File: src/rtl/pxs_ball_mover_pkg.sv
// Shared definitions for the ball mover: stream field positions, FSM states and
// the per-axis reflection step used for both X and Y.
package pxs_ball_mover_pkg;

  // Pixel stream field positions, shared with the draw stage
  localparam int unsigned STREAM_W   = 26;
  localparam int unsigned VS_BIT     = 1;
  localparam int unsigned ACTIVE_BIT = 0;

  typedef enum logic [1:0] {
    S_WAIT   = 2'd0,
    S_MOVE_X = 2'd1,
    S_MOVE_Y = 2'd2
  } state_t;

  typedef struct packed {
    logic [9:0] pos;
    logic       dir;
    logic       hit;
  } axis_t;

  // One step along an axis; overshooting either wall clamps to the wall and reverses.
  function automatic axis_t axis_step(input logic [9:0] pos, input logic dir,
                                      input logic [3:0] speed, input logic [9:0] max);
    axis_t             r;
    logic signed [11:0] nxt;
    nxt = dir ? $signed({2'b00, pos}) + $signed({8'b0, speed})
              : $signed({2'b00, pos}) - $signed({8'b0, speed});
    if (nxt < 12'sd0) begin
      r.pos = '0;
      r.dir = 1'b1;
      r.hit = 1'b1;
    end else if (nxt > $signed({2'b00, max})) begin
      r.pos = max;
      r.dir = 1'b0;
      r.hit = 1'b1;
    end else begin
      r.pos = nxt[9:0];
      r.dir = dir;
      r.hit = 1'b0;
    end
    return r;
  endfunction

endpackage

File: src/rtl/pxs_ball_mover_frame_tick.sv
// Registers VS and flags its rising edge; one tick per frame.
module pxs_frame_tick (
  input  logic clk,
  input  logic reset_n,
  input  logic vs,
  output logic tick
);

  logic vs_d;

  always_ff @(posedge clk) begin
    if (!reset_n) vs_d <= 1'b0;
    else          vs_d <= vs;
  end

  assign tick = vs & ~vs_d;

endmodule

File: src/rtl/pxs_ball_mover.sv
// Ball position generator: advances the ball once per step frame inside vertical
// blank, reflecting off the screen edges and pulsing a flag per bounce.
module pxs_ball_mover
  import pxs_ball_mover_pkg::*;
#(
  parameter int unsigned H_ACTIVE        = 640,
  parameter int unsigned V_ACTIVE        = 480,
  parameter int unsigned SIZE_BALL       = 10,
  parameter int unsigned SPEED_X         = 2,
  parameter int unsigned SPEED_Y         = 1,
  parameter int unsigned INIT_X          = 315,
  parameter int unsigned INIT_Y          = 235,
  parameter int unsigned FRAMES_PER_STEP = 1
) (
  input  logic                px_clk,
  input  logic                reset_n,
  input  logic [STREAM_W-1:0] RGBStr_i,
  input  logic                pause,
  output logic [9:0]          pos_x,
  output logic [9:0]          pos_y,
  output logic                dir_x,
  output logic                dir_y,
  output logic                hit_x,
  output logic                hit_y
);

  localparam logic [9:0] MAX_X    = 10'(H_ACTIVE - SIZE_BALL);
  localparam logic [9:0] MAX_Y    = 10'(V_ACTIVE - SIZE_BALL);
  localparam logic [7:0] CNT_LAST = 8'(FRAMES_PER_STEP - 1);

  state_t     state;
  logic [7:0] cnt;
  logic       tick;
  axis_t      nxt_x;
  axis_t      nxt_y;
  logic       stream_unused;

  assign stream_unused = ^{RGBStr_i[STREAM_W-1:VS_BIT+1], RGBStr_i[ACTIVE_BIT]};

  pxs_frame_tick u_frame_tick (
    .clk     (px_clk),
    .reset_n (reset_n),
    .vs      (RGBStr_i[VS_BIT]),
    .tick    (tick)
  );

  assign nxt_x = axis_step(pos_x, dir_x, 4'(SPEED_X), MAX_X);
  assign nxt_y = axis_step(pos_y, dir_y, 4'(SPEED_Y), MAX_Y);

  always_ff @(posedge px_clk) begin
    if (!reset_n) begin
      state <= S_WAIT;
      cnt   <= '0;
      pos_x <= 10'(INIT_X);
      pos_y <= 10'(INIT_Y);
      dir_x <= 1'b1;
      dir_y <= 1'b1;
      hit_x <= 1'b0;
      hit_y <= 1'b0;
    end else begin
      hit_x <= 1'b0;
      hit_y <= 1'b0;
      case (state)
        S_WAIT: begin
          if (tick && !pause) begin
            if (cnt == CNT_LAST) begin
              cnt   <= '0;
              state <= S_MOVE_X;
            end else begin
              cnt <= cnt + 8'd1;
            end
          end
        end
        S_MOVE_X: begin
          pos_x <= nxt_x.pos;
          dir_x <= nxt_x.dir;
          hit_x <= nxt_x.hit;
          state <= S_MOVE_Y;
        end
        S_MOVE_Y: begin
          pos_y <= nxt_y.pos;
          dir_y <= nxt_y.dir;
          hit_y <= nxt_y.hit;
          state <= S_WAIT;
        end
        default: state <= S_WAIT;
      endcase
    end
  end

endmodule

File: config.mk
export PLATFORM = sky130hd
export DESIGN_NAME = pxs_ball_mover
export DESIGN_NICKNAME = d
export VERILOG_FILES = /design/src/rtl/pxs_ball_mover_pkg.sv /design/src/rtl/pxs_ball_mover_frame_tick.sv /design/src/rtl/pxs_ball_mover.sv
export SDC_FILE = /design/constraint.sdc
export NUM_CORES = 1
export LEC_CHECK = 0
export CORE_UTILIZATION = 38
export CTS_BUF_LIST = sky130_fd_sc_hd__clkbuf_16
export DETAILED_ROUTE_END_ITERATION = 16
export PLACE_DENSITY = 0.62
export SLEW_MARGIN = 10
export SYNTH_ARGS = -nofsm -noshare
export SYNTH_HDL_FRONTEND = slang
export SYNTH_SLANG_ARGS = --single-unit
File: constraint.sdc
create_clock -name px_clk -period 2.9 [get_ports px_clk]
set_input_delay 0.58 -clock px_clk [delete_from_list [all_inputs] [get_ports px_clk]]
set_output_delay 0.58 -clock px_clk [all_outputs]
set_load 0.02 [all_outputs]
==> results of run 1 <==
[cells in the final DEF (no fill, tap or decap), types with 5 or more instances in the layout]
master           Yosys  layout
dfxtp_1             35      35
nor2_1              29      29
nand2_1             29      29
clkdlybuf4s50_1      0      27
nor3_1              16      16
a21oi_1             16      16
inv_1               12      13
nand3_1             11      11
o21ai_0              9       9
xor2_1               9       9
o211ai_1             7       7
buf_4                0       7
and2_1               6       6
or3_1                6       6
ha_1                 6       6
nand4_1              5       5
xnor2_1              5       5
o21ai_1              5       5
a31o_1               5       5
nor4_1               5       5
clkbuf_16            0       5
[per-layer routing]
metal	wire length (um)	GRT usage
met5	0	0
met4	42	0.0429
met3	171	0.0455
met2	2470	0.288
met1	2870	0.261
[critical path: stages, from the launching register on]
cell     delay (ns)
dfxtp_1        0.38
inv_1          0.08
ha_1           0.20
or3b_2         0.50
or4_1          0.61
nand2_1        0.19
nor3_1         0.07
a21o_1         0.17
a31o_1         0.21
[flip-flops by register name (all words and copies together), names as in the netlist]
name,count
pos_x,10
pos_y,10
hit_x,1
state,2
dir_x,1
hit_y,1
dir_y,1
u_frame_tick.vs_d,1
cnt,8
[synth_stat cells (all sizes together), types with 9 or more instances]
library cell / instances / area share
a21oi: 16 / 0.034
clkbuf: 9 / 0.014
dfxtp: 35 / 0.30
inv: 12 / 0.019
nand2: 29 / 0.047
nand3: 11 / 0.024
nor2: 29 / 0.047
nor3: 16 / 0.034
o211ai: 9 / 0.033
o21ai: 14 / 0.030
xor2: 9 / 0.034
[where the power goes]
group,switching (W),total [W],internal (W)
clock,0.000191,0.000504,0.000313
sequential,0.0000182,0.000510,0.000492
combinational,0.0000669,0.000120,0.0000535
total,0.000276,0.00113,0.000858
[logic make-up after synthesis]
logic type | after synthesis | synth area share
simple gates | 132 | 0.296
compound gates | 77 | 0.256
xor+xnor | 15 | 0.0596
flops | 35 | 0.300
buf+inv | 28 | 0.0477
mux | 2 | 0.00858
fa+ha+maj | 6 | 0.0322
[cell type report]
class,instances,area [um2]
inverter,12,45.0
multi-input combinational,232,1520
clock buffer,5,125
fill,620,3100
clock inverter,3,16.3
timing repair buffer,34,323
sequential,35,701
tap,75,93.8
[through the flow]
step	cells	util
6_report	396	0.477
5_1_grt	396	0.477
3_3_place_gp	388	0.453
4_1_cts	396	0.477
2_1_floorplan	295	-
3_5_place_dp	388	0.453
[final timing paths]
path                            depth (start not counted)  endpoint      from
worst min register to register                          2    cnt[7]    cnt[7]
worst max-delay path                                    8  pos_y[5]  pos_y[1]
worst min-delay path                                    2    cnt[7]    cnt[7]
worst max register to register                          8  pos_y[5]  pos_y[1]
==> key figures, run 1 <==
Run status
  – Outcome: finished clean

Die
  – Core Rows: 28
  – Floorplan die area: 6450 um2
  – Die width: approximately 80 um
  – # IOs: 53
  – Die boundary height: 80.3 um
  – Placeable Area: 5920 um2
  – Starting Density: 0.394

Final layout
  – Post-route cell area: ~2800 um2
  – Diode count: 0
  – Area grow syn2layout: 21.1%
  – NumNets Final: 355
  – Ratio of cells with drive above 1 in the final layout: 0.0903

Clock tree
  – Post-CTS Setup Repair Bufs: 0
  – Clock slew at reported path FFs: 0.05 ns
  – CTS tree: yes
  – CTS root buf: clkbuf_16
  – Post-CTS Hold Fix Bufs: 0
  – CTS Buffer Depth: 2
  – TritonCTS buffer count: 5
  – CTS Sinks: 35
  – Clk Latency, worst-skew pair: 0.28 ns
  – Post-CTS sizing: 0
  – H-tree depth: 2

GRT
  – Vias in the first global route: around 2.0k
  – First-pass GRT wire length: 9380 um
  – Gr ovfl total: 0
  – Initial antenna violation count: 0
  – Largest net degree at the start of global routing: 16
  – Tot GR Track Use: 0.187

Logic synthesis
  – EDFF count, synth: 0
  – Post-synth design cell area: ~2300 um2
  – Register bit count reported by yosys: 35
  – Top_reg_cell synth: dfxtp_1
  – Ys async rst share: 0
  – Net Count, Synth: 330
  – Cell variety after synth: 66
  – Syn avg cell area: 7.91 um2
  – Mapped Cells: 295
  – Warnings from Yosys: 0
  – Seq/Total Area, Yosys: 0.300

Placed design
  – Post-DP HPWL: 4160 um
  – I/O Buffers: 27
  – Worst slack at placement: 0.392 ns
  – Dpl cell area: 2680 um2
  – GP Congestion: 0.865

STA
  – Fin Hold WS: 0.528 ns
  – Final setup fails: 0
  – Final Cycle Share: 0.870
  – Final-report max-slew violation count: 0
  – Fmax: 0.396 GHz
  – Max-slew headroom: 0.646
  – Min cycle time layout: about 2.5 ns
  – Final Hold Fails: 0
  – Fin Setup TNS: 0 ns
  – Fin worst setup slack: roughly 0.38 ns
  – Actual slew at the worst max-slew pin: 0.529 ns
  – RSZ-0062 raised after global routing: false
  – Clock skew: 0.00212 ns

Worst setup path
  – Crit path max fanout: 8
  – WP data arrival: between 2 and 3 ns
  – Crit path required time: between 3 and 4 ns
  – CP Launch Type: register
  – Slack of the worst reg-to-reg path: 0.38 ns
  – Kind of end point of the critical path: register
  – Class of the most critical setup path: reg2reg

Run
  – Max_cap viols: 0

Power
  – Leakage: 1.04 nW
  – Total power: between 0.001 and 0.0015 W
  – PwrDens: around 400 nW/um2
  – Worst vdd ir: 0.223 mV

Route
  – Vias: 2206
  – DRT iter0 DRCs: 228
  – Routed wire length: around 5500 um
  – Avg WL per Cell: 14.0 um
  – Final ANT Viol Nets: 0
  – DR pass1 iterations: 4
  – DR vias/cell: 5.57
  – DRC: 0

Worst hold path
  – Worst hold path class: reg2reg
(Power assumes the default switching activity.)
==> run 2, diff against run 1 <==
Settings changed: CORE_MARGIN from default to 1.
==> results of run 2 <==
Final layout, timing and power as in run 1 (identical DEF).
